==> src/rtl/atomrvcore_pkg.sv <==
// Shared constants and types for the atomRV instruction fetch unit.
package atomrvcore_pkg;

  localparam int unsigned INSTR_WIDTH = 32;
  localparam logic [INSTR_WIDTH-1:0] RESET_PC_DEFAULT = 32'h0000_0000;

  typedef enum logic [1:0] {
    ST_RESET,
    ST_RUN,
    ST_FLUSH
  } fetch_state_e;

  typedef enum logic [1:0] {
    REDIR_NONE,
    REDIR_BRANCH,
    REDIR_JAL,
    REDIR_JALR
  } redir_kind_e;

  // JALR outranks JAL, which outranks a taken branch.
  function automatic redir_kind_e redir_kind(input logic be, input logic uje, input logic jalre);
    if (jalre)    return REDIR_JALR;
    else if (uje) return REDIR_JAL;
    else if (be)  return REDIR_BRANCH;
    else          return REDIR_NONE;
  endfunction

endpackage

==> src/rtl/atomrvcore_ifu_fifo.sv <==
// Synchronous instruction buffer holding {instruction, PC} pairs; registered head,
// simultaneous push and pop allowed at any occupancy, flush empties it in one edge.
module atomrvcore_ifu_fifo #(
  parameter  int unsigned WIDTH = 32,
  parameter  int unsigned DEPTH = 2,
  localparam int unsigned PTR_W = $clog2(DEPTH),
  localparam int unsigned CNT_W = PTR_W + 1
) (
  input  logic             clk_i,
  input  logic             rst_i,
  input  logic             flush_i,
  input  logic             push_i,
  input  logic [WIDTH-1:0] instr_i,
  input  logic [WIDTH-1:0] pc_i,
  input  logic             pop_i,
  output logic [WIDTH-1:0] instr_o,
  output logic [WIDTH-1:0] pc_o,
  output logic             full_o,
  output logic             empty_o,
  output logic [CNT_W-1:0] count_o
);

  logic [WIDTH-1:0] instr_mem_q [DEPTH];
  logic [WIDTH-1:0] pc_mem_q    [DEPTH];
  logic [PTR_W-1:0] wr_ptr_q, rd_ptr_q;
  logic [CNT_W-1:0] count_q, count_d;
  logic             do_push, do_pop;

  assign empty_o = (count_q == '0);
  assign full_o  = (count_q == CNT_W'(DEPTH));
  assign count_o = count_q;
  assign instr_o = instr_mem_q[rd_ptr_q];
  assign pc_o    = pc_mem_q[rd_ptr_q];

  assign do_pop  = pop_i & ~empty_o;
  assign do_push = push_i & (~full_o | do_pop);

  // NOTE: every variable assigned in always_comb gets a default first, so no path
  // leaves it unassigned and no latch is inferred.
  always_comb begin
    count_d = count_q;
    if (do_push && !do_pop)      count_d = count_q + CNT_W'(1);
    else if (!do_push && do_pop) count_d = count_q - CNT_W'(1);
  end

  // NOTE: sequential state uses non-blocking assignments so every flop samples the
  // pre-edge values; blocking here would create order-dependent simulation races.
  always_ff @(posedge clk_i) begin
    if (rst_i || flush_i) begin
      wr_ptr_q <= '0;
      rd_ptr_q <= '0;
      count_q  <= '0;
    end else begin
      if (do_push) wr_ptr_q <= wr_ptr_q + PTR_W'(1);
      if (do_pop)  rd_ptr_q <= rd_ptr_q + PTR_W'(1);
      count_q <= count_d;
    end
  end

  // NOTE: storage is deliberately not reset; the pointers and count define which
  // entries are live, and leaving the array out of reset keeps it a plain RAM.
  always_ff @(posedge clk_i) begin
    if (do_push) begin
      instr_mem_q[wr_ptr_q] <= instr_i;
      pc_mem_q[wr_ptr_q]    <= pc_i;
    end
  end

endmodule

==> src/rtl/atomrvcore_ifu.sv <==
// Instruction fetch unit: owns the PC, issues word fetches, buffers returned
// instructions for decode and applies branch/JAL/JALR redirects.
module atomrvcore_ifu
  import atomrvcore_pkg::*;
#(
  parameter  int unsigned          DATAWIDTH  = INSTR_WIDTH,
  parameter  logic [DATAWIDTH-1:0] RESET_PC   = DATAWIDTH'(RESET_PC_DEFAULT),
  parameter  int unsigned          FIFO_DEPTH = 2,
  localparam int unsigned          PTR_W      = $clog2(FIFO_DEPTH),
  localparam int unsigned          CNT_W      = PTR_W + 1
) (
  input  logic                 clk_i,
  input  logic                 rst_i,
  output logic                 imem_req_o,
  output logic [DATAWIDTH-1:0] imem_addr_o,
  input  logic                 imem_gnt_i,
  input  logic                 imem_rvalid_i,
  input  logic [DATAWIDTH-1:0] imem_rdata_i,
  input  logic                 BE_i,
  input  logic                 UJE_i,
  input  logic                 JALRE_i,
  input  logic [DATAWIDTH-1:0] redir_pc_i,
  input  logic [DATAWIDTH-1:0] immed_i,
  input  logic [DATAWIDTH-1:0] alu_result_i,
  output logic [DATAWIDTH-1:0] instr_o,
  output logic [DATAWIDTH-1:0] pc_o,
  output logic                 instr_valid_o,
  input  logic                 stall_i
);

  fetch_state_e         state_q, state_d;
  logic [DATAWIDTH-1:0] pc_q, pc_d;
  logic [CNT_W-1:0]     outst_q, outst_d;
  logic [CNT_W-1:0]     drop_q, drop_d;

  // Address of every issued-but-unreturned request, in issue order.
  logic [DATAWIDTH-1:0] req_pc_q [FIFO_DEPTH];
  logic [PTR_W-1:0]     rq_wr_q, rq_rd_q;

  redir_kind_e          kind;
  logic                 active, redirect, rsp_valid, keep, pop, accept, credit_ok;
  logic [DATAWIDTH-1:0] target;
  logic [CNT_W:0]       credit_used;

  logic [DATAWIDTH-1:0] fifo_instr, fifo_pc;
  logic                 fifo_full, fifo_empty;
  logic [CNT_W-1:0]     fifo_count;

  assign active    = (state_q != ST_RESET);
  assign kind      = redir_kind(BE_i, UJE_i, JALRE_i);
  assign redirect  = active && (kind != REDIR_NONE);
  // A response with nothing outstanding is a leftover from before a reset.
  assign rsp_valid = imem_rvalid_i && (outst_q != '0);
  assign keep      = rsp_valid && (drop_q == '0) && !redirect;

  assign instr_valid_o = ~fifo_empty;
  assign instr_o       = instr_valid_o ? fifo_instr : '0;
  assign pc_o          = instr_valid_o ? fifo_pc : '0;
  assign pop           = instr_valid_o & ~stall_i;

  assign imem_addr_o = {pc_q[DATAWIDTH-1:2], 2'b00};
  assign accept      = imem_req_o & imem_gnt_i;

  always_comb begin
    target = pc_q;
    unique case (kind)
      REDIR_JALR:              target = {alu_result_i[DATAWIDTH-1:1], 1'b0};
      REDIR_JAL, REDIR_BRANCH: target = redir_pc_i + (immed_i << 1);
      default:                 target = pc_q;
    endcase
  end

  // Slots are in flight plus buffered; an entry leaving this cycle frees its slot
  // in time for the response to a request issued now, giving one fetch per cycle.
  always_comb begin
    credit_used = {1'b0, outst_q} + {1'b0, fifo_count} - (CNT_W + 1)'(pop);
    credit_ok   = credit_used < (CNT_W + 1)'(FIFO_DEPTH);
    imem_req_o  = active && !redirect && credit_ok;
  end

  always_comb begin
    pc_d    = pc_q;
    outst_d = outst_q + CNT_W'(accept) - CNT_W'(rsp_valid);
    drop_d  = drop_q;
    state_d = state_q;

    if (redirect)          pc_d = target;
    else if (accept)       pc_d = pc_q + DATAWIDTH'(4);

    if (redirect)          drop_d = outst_q - CNT_W'(rsp_valid);
    else if (rsp_valid && drop_q != '0) drop_d = drop_q - CNT_W'(1);

    unique case (state_q)
      ST_RESET: state_d = ST_RUN;
      ST_RUN, ST_FLUSH: begin
        if (redirect)                state_d = (drop_d != '0) ? ST_FLUSH : ST_RUN;
        else if (drop_d == '0)       state_d = ST_RUN;
      end
      default:  state_d = ST_RESET;
    endcase
  end

  always_ff @(posedge clk_i) begin
    if (rst_i) begin
      state_q <= ST_RESET;
      pc_q    <= RESET_PC;
      outst_q <= '0;
      drop_q  <= '0;
      rq_wr_q <= '0;
      rq_rd_q <= '0;
    end else begin
      state_q <= state_d;
      pc_q    <= pc_d;
      outst_q <= outst_d;
      drop_q  <= drop_d;
      if (accept)    rq_wr_q <= rq_wr_q + PTR_W'(1);
      if (rsp_valid) rq_rd_q <= rq_rd_q + PTR_W'(1);
    end
  end

  always_ff @(posedge clk_i) begin
    if (accept) req_pc_q[rq_wr_q] <= imem_addr_o;
  end

  atomrvcore_ifu_fifo #(
    .WIDTH (DATAWIDTH),
    .DEPTH (FIFO_DEPTH)
  ) u_fifo (
    .clk_i   (clk_i),
    .rst_i   (rst_i),
    .flush_i (redirect),
    .push_i  (keep),
    .instr_i (imem_rdata_i),
    .pc_i    (req_pc_q[rq_rd_q]),
    .pop_i   (pop),
    .instr_o (fifo_instr),
    .pc_o    (fifo_pc),
    .full_o  (fifo_full),
    .empty_o (fifo_empty),
    .count_o (fifo_count)
  );

endmodule

==> config.mk <==
export PLATFORM = sky130hd
export DESIGN_NAME = atomrvcore_ifu
export DESIGN_NICKNAME = d
export VERILOG_FILES = /design/src/rtl/atomrvcore_pkg.sv /design/src/rtl/atomrvcore_ifu_fifo.sv /design/src/rtl/atomrvcore_ifu.sv
export SDC_FILE = /design/constraint.sdc
export NUM_CORES = 1
export LEC_CHECK = 0
export ABC_AREA = 1
export CAP_MARGIN = 20
export CORE_UTILIZATION = 53
export DETAILED_ROUTE_END_ITERATION = 6
export PLACE_DENSITY = 0.93
export SKIP_CTS_REPAIR_TIMING = 1
export SLEW_MARGIN = 20
export SYNTH_ARGS = -nofsm -noshare
export SYNTH_HDL_FRONTEND = slang
export SYNTH_SLANG_ARGS = --single-unit
==> constraint.sdc <==
create_clock -name clk_i -period 16.8 [get_ports clk_i]
set_input_delay 5.04 -clock clk_i [delete_from_list [all_inputs] [get_ports clk_i]]
set_output_delay 5.04 -clock clk_i [all_outputs]
set_load 0.01 [all_outputs]
==> load_flow_metrics.sql <==
INSERT INTO impl_metrics (metric_group, metric, value, unit) VALUES
('outcome', 'outcome', 'complete, but fails checks', ''),
('outcome', 'violations', 'design-rule violations', ''),
('layout', 'layout.filler_cells', '1733', ''),
('synthesis', 'netlist_area', '12200', 'um^2'),
('floorplanning', 'floorplan.die.height', '154', 'um'),
('sta', 'report.final.slew_viol_count', '0', ''),
('floorplanning', 'chipWidth', '154', 'um'),
('sta', 'max_slew_margin_vs_limit', '28.8', '%'),
('grt', 'gr_util_met1', '32.4', '%'),
('worst_hold_path', 'hold_path_class', 'reg2reg', ''),
('critical_path', 'crit_arrival', '7.56', 'ns'),
('critical_path', 'cp-start-kind', 'primary input', ''),
('grt', 'globalRouteMet3Util', '5.27', '%'),
('synthesis', 'synth-warning-count', '0', ''),
('sta', 'setup_viol', '0', ''),
('synthesis', 'ys_types', '40', ''),
('detailed_routing', 'wirelength', '32100', 'um'),
('synthesis', 'synth_top_cell_area_share', '45.1', '%'),
('detailed_routing', 'remaining_antenna_violation_count', '0', ''),
('power_and_ir_drop', 'pwr-share-comb', '35.5', '%'),
('power_and_ir_drop', 'p_int', '1.30', 'mW'),
('layout', 'stdcell_count', '1944', ''),
('critical_path', 'worst_r2r_path_depth', '13', ''),
('floorplanning', 'initial_core_utilization', '54.1', '%'),
('placed_design', 'place.detailed.instances', '1907', ''),
('critical_path', 'timing.setup.critical_path_class', 'in2out', ''),
('sta', 'post-route-period-util', '75.0', '%'),
('detailed_routing', 'drt-initial-drc-count', '733', ''),
('critical_path', 'worstPathMaxFanout', '3', ''),
('power_and_ir_drop', 'power.static_leakage', '6.30', 'nW'),
('layout', 'finish.net_count', '1824', ''),
('floorplanning', 'design.die.area', '23700', 'um^2'),
('sta', 'fin_crit', '12.60', 'ns'),
('grt', 'gr-usage-met2', '48.1', '%'),
('synthesis', 'synth_top_cell_by_area', 'sky130_fd_sc_hd__edfxtp_1', ''),
('critical_path', 'worst_r2r_startpoint', 'u_fifo.count_o[0]', ''),
('synthesis', 'post_synth.cell_area_avg', '8.54', 'um^2'),
('critical_path', 'type_of_destination_of_the_critical_path', 'output port', ''),
('synthesis', 'synth_edf_count', '184', ''),
('power_and_ir_drop', 'p_switching', '0.665', 'mW'),
('clocking', 'clock_latency', '0.49', 'ns'),
('critical_path', 'reg2reg_slack', '12.65', 'ns'),
('power_and_ir_drop', 'worst_ir_drop_vdd', '0.000103', 'V'),
('synthesis', 'postSynthRegisterBits', '228', ''),
('sta', 'finalClockSkew', '0.0102', 'ns'),
('layout', 'drive_gt1_share', '5.42', '%'),
('detailed_routing', 'detail_route.drc_violations', '2', ''),
('worst_hold_path', 'hold_path.startpoint', 'u_fifo.rd_ptr_q', ''),
('sta', 'max_slew.worst_pin.slew', '1.07', 'ns'),
('clocking', 'numCtsBuffers', '21', ''),
('sta', 'tns', '0', 'ns'),
('layout', 'syn2layout_area_growth', '26.2', '%'),
('power_and_ir_drop', 'seq_power_share', '39.1', '%'),
('layout', 'multi_input_area', '5020', 'um^2'),
('critical_path', 'reg2reg_capture_point', 'pc_q[11]', ''),
('grt', 'initial_antenna_violation_count', '0', ''),
('power_and_ir_drop', 'power_switching_share', '33.8', '%'),
('placed_design', 'place_hpwl', '23100', 'um'),
('synthesis', 'synth_sequential_area_ratio', '52.3', '%'),
('grt', 'globalRoute.busiestLayer', 'met2', ''),
('placed_design', 'io_buffers', '225', ''),
('sta', 'finalWorstSetupSlack', '4.20', 'ns'),
('layout', 'seqCellArea', '6410', 'um^2'),
('critical_path', 'worst_ep_required_time', '11.76', 'ns'),
('worst_hold_path', 'min_delay_path_depth', '2', ''),
('placed_design', 'dp_slack', '4.23', 'ns'),
('grt', 'first_global_vias', '10200', ''),
('clocking', 'cts.sinks', '228', ''),
('sta', 'fmax', '0.0794', 'GHz'),
('layout', 'antenna-diode-count', '0', ''),
('synthesis', 'ys_top_cells_by_area', 'sky130_fd_sc_hd__edfxtp_1 45%, sky130_fd_sc_hd__nand2_1 13%, sky130_fd_sc_hd__dfxtp_1 7.2%', '');
## worst max-delay path by stage
stage	slack [ns]	startpoint	to	depth (start not counted)
after floorplan	5.24	stall_i	imem_req_o	6
after global placement	4.22	stall_i	imem_req_o	8
after detailed placement	4.23	stall_i	imem_req_o	8
after CTS	4.20	stall_i	imem_req_o	8
after global routing	4.10	stall_i	imem_req_o	8
final	4.20	stall_i	imem_req_o	8
## critical path, cell delays in order
cell and delay (ns):
sky130_fd_sc_hd__clkdlybuf4s50_1 0.40, sky130_fd_sc_hd__nor2_1 0.21, sky130_fd_sc_hd__ha_1 0.27, sky130_fd_sc_hd__or2_2 0.30, sky130_fd_sc_hd__fa_1 0.50, sky130_fd_sc_hd__nand2_1 0.06
sky130_fd_sc_hd__nor3b_2 0.20, sky130_fd_sc_hd__clkdlybuf4s50_1 0.57
## state kept, by name, indices dropped and copies added, names as in the netlist, named ones only
| signal | count |
|---|---|
| req_pc_q | 60 |
| rq_rd_q | 1 |
| pc_q | 30 |
| u_fifo.rd_ptr_q | 1 |
| u_fifo.pc_mem_q | 60 |
| outst_q | 2 |
| u_fifo.instr_mem_q | 64 |
| u_fifo.count_o | 2 |
| rq_wr_q | 1 |
| u_fifo.wr_ptr_q | 1 |
| drop_q | 2 |
| state_q | 2 |
## area by class of cell
cell class	instances	area share, %
Tap cell	285	2.31
Multi-Input combinational cell	993	32.5
Timing Repair Buffer	235	15.1
Clock inverter	13	1.19
Inverter	166	4.03
Sequential cell	228	41.5
Clock buffer	24	3.47
## cell usage after synthesis (2+ instances only)
cell type,n
sky130_fd_sc_hd__inv_1,164
sky130_fd_sc_hd__nor2_1,130
sky130_fd_sc_hd__or2_2,5
sky130_fd_sc_hd__nand3_1,57
sky130_fd_sc_hd__xnor2_1,9
sky130_fd_sc_hd__nor2_2,2
sky130_fd_sc_hd__dfxtp_1,44
sky130_fd_sc_hd__nand4_1,6
sky130_fd_sc_hd__mux2_2,30
sky130_fd_sc_hd__o21ai_0,54
sky130_fd_sc_hd__inv_2,2
sky130_fd_sc_hd__o21ai_1,6
sky130_fd_sc_hd__a21oi_1,140
sky130_fd_sc_hd__buf_6,3
sky130_fd_sc_hd__clkbuf_1,34
sky130_fd_sc_hd__fa_1,2
sky130_fd_sc_hd__buf_4,6
sky130_fd_sc_hd__buf_2,3
sky130_fd_sc_hd__nor3_1,18
sky130_fd_sc_hd__ha_1,41
sky130_fd_sc_hd__o211ai_1,5
sky130_fd_sc_hd__a31oi_1,5
sky130_fd_sc_hd__nand3b_1,5
sky130_fd_sc_hd__nand2_1,440
sky130_fd_sc_hd__o21bai_1,4
sky130_fd_sc_hd__buf_1,3
sky130_fd_sc_hd__xor2_1,19
sky130_fd_sc_hd__edfxtp_1,184
## power groups by stage
stage | Clock [mW] | Sequential [mW] | Combinational, mW
2_1_floorplan | 0 | 0.769 | 0.397
3_3_place_gp | 0 | 0.772 | 0.670
3_5_place_dp | 0 | 0.779 | 0.689
4_1_cts | 0.507 | 0.768 | 0.698
5_1_grt | 0.529 | 0.778 | 0.768
6_report | 0.500 | 0.769 | 0.698
## through the flow
step	util, %	cell area, um^2
floorplan	-	12300
global placement	65.1	14700
detailed placement	65.1	14700
CTS	68.2	15500
global route	68.3	15500
finish	68.3	15500
## logic make-up (layout without fill, tap and decap cells)
group	Yosys count	in the layout	synth area share, %
AO/OA/AOI/OAI	218	218	9.28
buffers and inverters	215	438	6.99
other	1	4	0.0306
AND/OR/NAND/NOR	670	670	22.1
multiplexers	30	30	2.76
flip-flops	228	228	52.3
adder cells (fa/ha/maj)	43	43	4.52
XOR/XNOR	28	28	2.00
## layout by cell type, fill, tap and decap left out, types with 3 or more instances in the layout
| master | count |
|---|---|
| sky130_fd_sc_hd__nor2_2 | 3 |
| sky130_fd_sc_hd__clkbuf_16 | 21 |
| sky130_fd_sc_hd__buf_4 | 10 |
| sky130_fd_sc_hd__clkbuf_1 | 3 |
| sky130_fd_sc_hd__clkinv_1 | 5 |
| sky130_fd_sc_hd__clkinv_2 | 3 |
| sky130_fd_sc_hd__xor2_1 | 19 |
| sky130_fd_sc_hd__nor2_4 | 3 |
| sky130_fd_sc_hd__o21ai_0 | 54 |
| sky130_fd_sc_hd__nand3_1 | 57 |
| sky130_fd_sc_hd__dfxtp_1 | 43 |
| sky130_fd_sc_hd__bufinv_16 | 5 |
| sky130_fd_sc_hd__or2_2 | 5 |
| sky130_fd_sc_hd__o211ai_1 | 5 |
| sky130_fd_sc_hd__mux2_2 | 30 |
| sky130_fd_sc_hd__xnor2_1 | 9 |
| sky130_fd_sc_hd__a21oi_1 | 140 |
| sky130_fd_sc_hd__nand2_1 | 439 |
| sky130_fd_sc_hd__inv_1 | 164 |
| sky130_fd_sc_hd__edfxtp_1 | 184 |
| sky130_fd_sc_hd__clkdlybuf4s50_1 | 225 |
| sky130_fd_sc_hd__conb_1 | 4 |
| sky130_fd_sc_hd__o21bai_1 | 4 |
| sky130_fd_sc_hd__nand4_1 | 6 |
| sky130_fd_sc_hd__o21ai_1 | 6 |
| sky130_fd_sc_hd__nand3b_1 | 5 |
| sky130_fd_sc_hd__nor3_1 | 18 |
| sky130_fd_sc_hd__ha_1 | 41 |
| sky130_fd_sc_hd__nor2_1 | 126 |
| sky130_fd_sc_hd__a31oi_1 | 5 |
## layer usage
layer,wire length [um],vias up
li1,-,5148
met1,12700,4687
met2,15700,462
met3,2640,69
met4,1020,0
met5,0,-
Note: power is estimated with default switching activity, not from simulation.
